`src/rtl/config_pkg.sv`:
```
// Shared types and constants for the config read path: AXI-Lite widths,
// response codes and the read initiator state encoding.
package config_pkg;

    localparam int unsigned AXIL_ADDR_BITS = 32;
    localparam int unsigned AXIL_DATA_BITS = 32;

    localparam logic [1:0] AXIL_RESP_OKAY   = 2'b00;
    localparam logic [1:0] AXIL_RESP_SLVERR = 2'b10;

    typedef enum logic [1:0] {
        IDLE      = 2'b00,
        REQ       = 2'b01,
        WAIT_RESP = 2'b10,
        RESP      = 2'b11
    } cfg_rd_state_t;

    function automatic logic [1:0] axil_resp_from_error(input logic err);
        return err ? AXIL_RESP_SLVERR : AXIL_RESP_OKAY;
    endfunction

endpackage

```
`src/rtl/config_read_initiator_if.sv`:
```
// read_config_i: request/response handshake between a config read master
// and the config register fabric (m = initiator, s = responder).
interface read_config_i
    import config_pkg::*;
();
    logic                      read_valid;
    logic [AXIL_ADDR_BITS-1:0] read_addr;
    logic                      read_ready;
    logic                      resp_valid;
    logic [AXIL_DATA_BITS-1:0] resp_data;
    logic                      resp_error;
    logic                      resp_ready;

    modport m (
        output read_valid, read_addr, resp_ready,
        input  read_ready, resp_valid, resp_data, resp_error
    );

    modport s (
        input  read_valid, read_addr, resp_ready,
        output read_ready, resp_valid, resp_data, resp_error
    );
endinterface

```
`src/rtl/config_timeout_counter.sv`:
```
// Phase counter for the read initiator: clears on phase entry, counts cycles
// spent in the phase and flags expiry once LIMIT cycles have elapsed.
module config_timeout_counter #(
    parameter int unsigned LIMIT = 1024
) (
    input  logic clk,
    input  logic rst,
    input  logic clear_i,
    input  logic enable_i,
    output logic expired
);

    localparam int unsigned CW = (LIMIT > 2) ? $clog2(LIMIT) : 1;

    logic [CW-1:0] count_q;
    logic [CW-1:0] count_d;

    assign expired = (count_q == CW'(LIMIT - 1));

    // Next count: clear wins, saturate once expired.
    always_comb begin
        count_d = count_q;
        if (clear_i) begin
            count_d = {CW{1'b0}};
        end else if (enable_i && !expired) begin
            count_d = count_q + CW'(1'b1);
        end else begin
            count_d = count_q;
        end
    end

    // Count register.
    always_ff @(posedge clk or posedge rst) begin
        if (rst) begin
            count_q <= {CW{1'b0}};
        end else begin
            count_q <= count_d;
        end
    end

endmodule

```
`src/rtl/config_read_initiator.sv`:
```
// AXI-Lite AR/R to read_config_i bridge, one outstanding read. Optional
// per-phase abort with stale-response discard under CONFIG_READ_TIMEOUT_EN.
module config_read_initiator
    import config_pkg::*;
#(
    parameter int unsigned TIMEOUT_CYCLES = 1024
) (
    input  logic                      clk,
    input  logic                      rst,
    input  logic [AXIL_ADDR_BITS-1:0] s_araddr,
    input  logic                      s_arvalid,
    output logic                      s_arready,
    output logic [AXIL_DATA_BITS-1:0] s_rdata,
    output logic [1:0]                s_rresp,
    output logic                      s_rvalid,
    input  logic                      s_rready,
    read_config_i.m                   conf
);

    cfg_rd_state_t             state_q, state_d;
    logic                      arready_q, arready_d;
    logic                      read_valid_q, read_valid_d;
    logic [AXIL_ADDR_BITS-1:0] read_addr_q, read_addr_d;
    logic                      resp_ready_q, resp_ready_d;
    logic                      rvalid_q, rvalid_d;
    logic [AXIL_DATA_BITS-1:0] rdata_q, rdata_d;
    logic [1:0]                rresp_q, rresp_d;

    assign s_arready       = arready_q;
    assign s_rvalid        = rvalid_q;
    assign s_rdata         = rdata_q;
    assign s_rresp         = rresp_q;
    assign conf.read_valid = read_valid_q;
    assign conf.read_addr  = read_addr_q;
    assign conf.resp_ready = resp_ready_q;

`ifdef CONFIG_READ_TIMEOUT_EN
    logic stale_q, stale_d;
    logic timeout_s;
    logic phase_clear_s;
    logic phase_en_s;

    assign phase_en_s    = (state_q == REQ) || (state_q == WAIT_RESP);
    assign phase_clear_s = (state_d != state_q) &&
                           ((state_d == REQ) || (state_d == WAIT_RESP));

    config_timeout_counter #(
        .LIMIT (TIMEOUT_CYCLES)
    ) u_timeout (
        .clk      (clk),
        .rst      (rst),
        .clear_i  (phase_clear_s),
        .enable_i (phase_en_s),
        .expired  (timeout_s)
    );
`endif

    // Next-state and next-output logic for the read FSM.
    always_comb begin
        state_d      = state_q;
        read_valid_d = read_valid_q;
        read_addr_d  = read_addr_q;
        resp_ready_d = resp_ready_q;
        rvalid_d     = rvalid_q;
        rdata_d      = rdata_q;
        rresp_d      = rresp_q;
`ifdef CONFIG_READ_TIMEOUT_EN
        stale_d      = stale_q;
`endif
        case (state_q)
            IDLE: begin
                if (s_arvalid && arready_q) begin
                    read_addr_d  = s_araddr;
                    read_valid_d = 1'b1;
                    state_d      = REQ;
                end
`ifdef CONFIG_READ_TIMEOUT_EN
                // A late response to an aborted read is swallowed here.
                else if (stale_q && resp_ready_q && conf.resp_valid) begin
                    stale_d      = 1'b0;
                    resp_ready_d = 1'b0;
                end else begin
                    resp_ready_d = stale_q;
                end
`else
                else begin
                    resp_ready_d = 1'b0;
                end
`endif
            end
            REQ: begin
                if (conf.read_ready) begin
                    read_valid_d = 1'b0;
                    resp_ready_d = 1'b1;
                    state_d      = WAIT_RESP;
                end
`ifdef CONFIG_READ_TIMEOUT_EN
                else if (timeout_s) begin
                    read_valid_d = 1'b0;
                    rdata_d      = {AXIL_DATA_BITS{1'b0}};
                    rresp_d      = AXIL_RESP_SLVERR;
                    rvalid_d     = 1'b1;
                    state_d      = RESP;
                end
`endif
                else begin
                    state_d = REQ;
                end
            end
            WAIT_RESP: begin
                if (conf.resp_valid) begin
                    rdata_d      = conf.resp_data;
                    rresp_d      = axil_resp_from_error(conf.resp_error);
                    rvalid_d     = 1'b1;
                    resp_ready_d = 1'b0;
                    state_d      = RESP;
                end
`ifdef CONFIG_READ_TIMEOUT_EN
                else if (timeout_s) begin
                    rdata_d      = {AXIL_DATA_BITS{1'b0}};
                    rresp_d      = AXIL_RESP_SLVERR;
                    rvalid_d     = 1'b1;
                    resp_ready_d = 1'b0;
                    stale_d      = 1'b1;
                    state_d      = RESP;
                end
`endif
                else begin
                    state_d = WAIT_RESP;
                end
            end
            RESP: begin
                if (s_rready) begin
                    rvalid_d = 1'b0;
                    state_d  = IDLE;
`ifdef CONFIG_READ_TIMEOUT_EN
                    resp_ready_d = stale_q;
`endif
                end else begin
                    state_d = RESP;
                end
            end
            default: begin
                state_d = IDLE;
            end
        endcase
`ifdef CONFIG_READ_TIMEOUT_EN
        arready_d = (state_d == IDLE) && !stale_d;
`else
        arready_d = (state_d == IDLE);
`endif
    end

    // State and registered outputs.
    always_ff @(posedge clk or posedge rst) begin
        if (rst) begin
            state_q      <= IDLE;
            arready_q    <= 1'b0;
            read_valid_q <= 1'b0;
            read_addr_q  <= {AXIL_ADDR_BITS{1'b0}};
            resp_ready_q <= 1'b0;
            rvalid_q     <= 1'b0;
            rdata_q      <= {AXIL_DATA_BITS{1'b0}};
            rresp_q      <= AXIL_RESP_OKAY;
        end else begin
            state_q      <= state_d;
            arready_q    <= arready_d;
            read_valid_q <= read_valid_d;
            read_addr_q  <= read_addr_d;
            resp_ready_q <= resp_ready_d;
            rvalid_q     <= rvalid_d;
            rdata_q      <= rdata_d;
            rresp_q      <= rresp_d;
        end
    end

`ifdef CONFIG_READ_TIMEOUT_EN
    // Stale-response flag.
    always_ff @(posedge clk or posedge rst) begin
        if (rst) begin
            stale_q <= 1'b0;
        end else begin
            stale_q <= stale_d;
        end
    end
`endif

endmodule

```
`src/flat_wrapper.sv`:
```
// flat-port wrapper written by rule: the top's interface ports become plain ports
module config_read_initiator_flat import config_pkg::*;
#(
    parameter int unsigned TIMEOUT_CYCLES = 1024
)
  (clk, rst, s_araddr, s_arvalid, s_arready, s_rdata, s_rresp, s_rvalid, s_rready, conf_read_valid, conf_read_addr, conf_resp_ready, conf_read_ready, conf_resp_valid, conf_resp_data, conf_resp_error);
  read_config_i conf_i ();
  input  logic clk;
  input  logic rst;
  input  logic [AXIL_ADDR_BITS-1:0] s_araddr;
  input  logic s_arvalid;
  output logic s_arready;
  output logic [AXIL_DATA_BITS-1:0] s_rdata;
  output logic [1:0] s_rresp;
  output logic s_rvalid;
  input  logic s_rready;
  output wire logic [$bits(conf_i.read_valid)-1:0] conf_read_valid;
  output wire logic [$bits(conf_i.read_addr)-1:0] conf_read_addr;
  output wire logic [$bits(conf_i.resp_ready)-1:0] conf_resp_ready;
  input wire logic [$bits(conf_i.read_ready)-1:0] conf_read_ready;
  input wire logic [$bits(conf_i.resp_valid)-1:0] conf_resp_valid;
  input wire logic [$bits(conf_i.resp_data)-1:0] conf_resp_data;
  input wire logic [$bits(conf_i.resp_error)-1:0] conf_resp_error;
  assign conf_read_valid = conf_i.read_valid;
  assign conf_read_addr = conf_i.read_addr;
  assign conf_resp_ready = conf_i.resp_ready;
  assign conf_i.read_ready = conf_read_ready;
  assign conf_i.resp_valid = conf_resp_valid;
  assign conf_i.resp_data = conf_resp_data;
  assign conf_i.resp_error = conf_resp_error;
  config_read_initiator #(.TIMEOUT_CYCLES(TIMEOUT_CYCLES)) u_core (.clk(clk), .rst(rst), .s_araddr(s_araddr), .s_arvalid(s_arvalid), .s_arready(s_arready), .s_rdata(s_rdata), .s_rresp(s_rresp), .s_rvalid(s_rvalid), .s_rready(s_rready), .conf(conf_i));
endmodule
```
`config.mk`:
```
export PLATFORM = sky130hd
export DESIGN_NAME = config_read_initiator_flat
export DESIGN_NICKNAME = d
export VERILOG_FILES = /design/src/rtl/config_pkg.sv /design/src/rtl/config_read_initiator_if.sv /design/src/rtl/config_timeout_counter.sv /design/src/rtl/config_read_initiator.sv /design/src/flat_wrapper.sv
export SDC_FILE = /design/constraint.sdc
export NUM_CORES = 1
export LEC_CHECK = 0
export CORE_ASPECT_RATIO = 1.1
export CORE_MARGIN = 2
export CORE_UTILIZATION = 43
export DETAILED_ROUTE_END_ITERATION = 10
export GPL_ROUTABILITY_DRIVEN = 0
export PLACE_DENSITY_LB_ADDON = 0.3
export SYNTH_ARGS = -nofsm -noshare
export SYNTH_HDL_FRONTEND = slang
export SYNTH_SLANG_ARGS = --single-unit
export TNS_END_PERCENT = 10
```
`constraint.sdc`:
```
create_clock -name clk -period 7.1 [get_ports clk]
set_input_delay 1.42 -clock clk [delete_from_list [all_inputs] [get_ports clk]]
set_output_delay 1.42 -clock clk [all_outputs]
set_load 0.005 [all_outputs]
```
==> impl_metrics.ini <==
[pwr]
p_int_mw = 1.27
seqPwrFrac_pct = 41.6
swShare_pct = 26.8
p_per_area_nw_per_um2 = 401
clock_power_share_pct = 15.1
switchingPower_mw = 0.465
cellLeakagePower_nw = 1.81
ir_worst_vdd_mv = 0.215
p_comb_share_pct = 43.3

[drt]
viasPerCell = 4.80
drc = 0
drt_iter0_drc = 33
vias = 1905
wl_per_cell_um = 15.5
ant_nets = 0
drt-total-wl_mm = 6.15
drt_pre_antenna_iters = 4

[logic_synthesis]
synth_ff_type = dfrtp_1
ys_top_cells_by_area = dfrtp_1 (64%), mux2_2 (24%), buf_6 (3.3%)
ys_seq_area_share_pct = 64.2
synth.avg_cell_area_sq_um = 16.1
synthArstFlopShare_pct = 100
yosysTopAreaCell = dfrtp_1
synth_top_family_by_area = multiplexers
synth-simple-area-share_pct = 2.22
synth_fp_nets = 243
yosys.cell_types.count = 18
yosys-top-cells-count = dfrtp_1 (71), mux2_2 (59), buf_6 (8)
synthMostInstantiatedCell = dfrtp_1
synth_compound_area_share_pct = 2.89
synth_area_sq_um = 2770
synthCells = 172
yosys_warnings = 0
synth-seq-cells = 71
synthMuxAreaShare_pct = 26.5
yosysTopAreaCellShare_pct = 64.2
synth_edf_count = 0
synth_xor_xnor_area_share_pct = 0
synth_fa_ha_area_share_pct = 0

[die]
fp.coreArea_sq_um = 6190
die_h_um = 88.1
floorplan.initialDensity_pct = 44.7
fp-row-count = 30
die_area_sq_um = 7090
die_w_um = 80.5
io_pins = 141

[global_routing]
grt_first_pass_wirelength_mm = 9.57
grt_start_max_net_pins = 72
use_met1_pct = 21.9
antenna_found_initial = 0
globalRouteOverflowTotal = 0
grt_pass1_vias = 1960
grt_use_met3_pct = 5.15
met2_usage_pct = 30.0
grt.total_usage_pct = 18.0
globalRoute.busiestLayer = met2

[worst_setup_path]
path_cells = clkdlybuf4s50_1 -> nand2_1 -> nor3_4 -> buf_4 -> mux2_2
cp_top_family = buffers and inverters
cp.required_ns = 7.31
slowest_stage = clkdlybuf4s50_1
arrival_ns = 2.97
worstSetupPathType = in -> reg
crit_buf_inv = 2
max_stage_delay_ns = 0.53
path_max_fanout = 32
cp-startpoint = s_arvalid
timing.rr.start = u_core.state_q[1]
crit_path_end_kind = register
cp-start-kind = input port

[finish]
antennaDiodeCount = 0
drive_above_1_share_pct = 24.3
syn2layout_area_growth_pct = 56.4
nNetsFinal = 386

[clock_tree]
path_clk_slew_ns = 0.07
numCtsBuffers = 9
postCtsSetupBuffers = 0
cts.sink_count = 71
tritoncts = yes
postCtsHoldBufs = 0
cts_buffer_depth = 2
htreeDepth = 3
ctsResizeCount = 0
cts-root-buf = clkbuf_8
clk_latency_ns = 0.33

[sta]
fin_crit_sh_pct = 38.9
timing_hold_violations_final = 0
min_period_ns = 2.76
finalWorstSetupSlack_ns = 4.34
worst_pin_slew_ns = 0.887
max_slew_margin_pct = 40.9
rsz0062_at_grt = no
maxSlewViolCount = 0
fmax_mhz = 362
finalSetupViolCount = 0
fin_tns_setup_ns = 0
clock-skew-final_ns = 0.00767

[min_path]
hold_class = reg -> reg
min-delay-start = u_core.conf.read_addr[25]

[placed_design]
dp_slack_ns = 4.00
portBuffers = 139
dp.final_hpwl_mm = 4.49

[run]
drv_cap = 0

[status]
status = finished, final reports clean
## power groups by stage
| stage | sequential [mW] | combinational [mW] | clock, mW |
|---|---|---|---|
| after detailed placement | 0.732 | 0.760 | 0 |
| final | 0.721 | 0.751 | 0.262 |
| after global placement | 0.721 | 0.744 | 0 |
| after global routing | 0.750 | 0.808 | 0.290 |
| after CTS | 0.725 | 0.764 | 0.272 |
| after floorplan | 0.727 | 0.297 | 0 |
## metrics by stage
step | instances | cell area (sq um) | total power [mW] | utilization (%) | hold slack (ns)
2_1_floorplan | 172 | 2770 | 1.02 | - | 0.483
3_3_place_gp | 384 | 4180 | 1.46 | 67.4 | 0.467
3_5_place_dp | 384 | 4180 | 1.49 | 67.4 | 0.474
4_1_cts | 397 | 4330 | 1.76 | 69.9 | 0.491
5_1_grt | 397 | 4330 | 1.85 | 69.9 | 0.514
6_report | 397 | 4330 | 1.73 | 69.9 | 0.485
## cell usage in the layout, fill, tap and decap left out
cell and count:
clkbuf_1 1, nand3_4 1, dfrtp_1 71, o21ai_0 6
inv_2 2, clkinv_2 2, inv_1 2, a21oi_1 4
nor2b_1 1, nor3_4 1, nand2_1 4, clkdlybuf4s50_1 139
nand2b_1 1, mux2_1 6, a31oi_1 2, o2bb2ai_1 1
conb_1 1, mux2_2 59, a32oi_1 1, buf_4 2
clkbuf_8 10
## sequential cells by signal, indices dropped and copies added (netlist names)
signal                  flops
u_core.conf.resp_ready      1
u_core.s_rdata             32
u_core.state_q              2
u_core.s_arready            1
u_core.conf.read_addr      32
u_core.s_rvalid             1
u_core.conf.read_valid      1
u_core.s_rresp              1
## worst paths after layout
path	endpoint	slack, ns	depth (start not counted)
min in group asynchronous	u_core.s_rdata[10]	1.67	3
hold reg to reg	u_core.conf.read_addr[25]	0.49	1
max in group asynchronous	u_core.conf.read_addr[13]	4.84	3
hold / removal	u_core.conf.read_addr[25]	0.49	1
setup reg to reg	u_core.conf.read_addr[14]	5.45	3
setup / recovery	u_core.conf.read_addr[14]	4.34	5
## worst reg2reg max path, stage by stage (launching register included)
cell	delay (ns)
dfrtp_1	0.52
nor3_4	0.23
buf_4	0.39
mux2_2	0.40
## cell families (layout without fill, tap and decap cells)
family	after synthesis	count (layout)
flops	71	71
mux	65	65
buf+inv	13	158
other cells	1	1
compound gates	14	14
simple gates	8	8
## per-layer routing
metal / wire, um / up-vias / share of wire, %
met4: 82 / 0 / 1.3
met3: 437 / 7 / 7.1
met2: 3120 / 74 / 51
met1: 2510 / 943 / 41
li1: - / 881 / -
met5: 0 / - / 0
## area by class of cell
class | count | area, sq um
fillers | 492 | 1870
flip-flops and latches | 71 | 1780
inverters | 4 | 15.0
well taps | 80 | 100
multi-input cells | 88 | 877
repair buffers | 141 | 1410
clock inverters | 2 | 10.0
clock buffers | 11 | 141
Note: power is estimated with default switching activity, not from simulation.
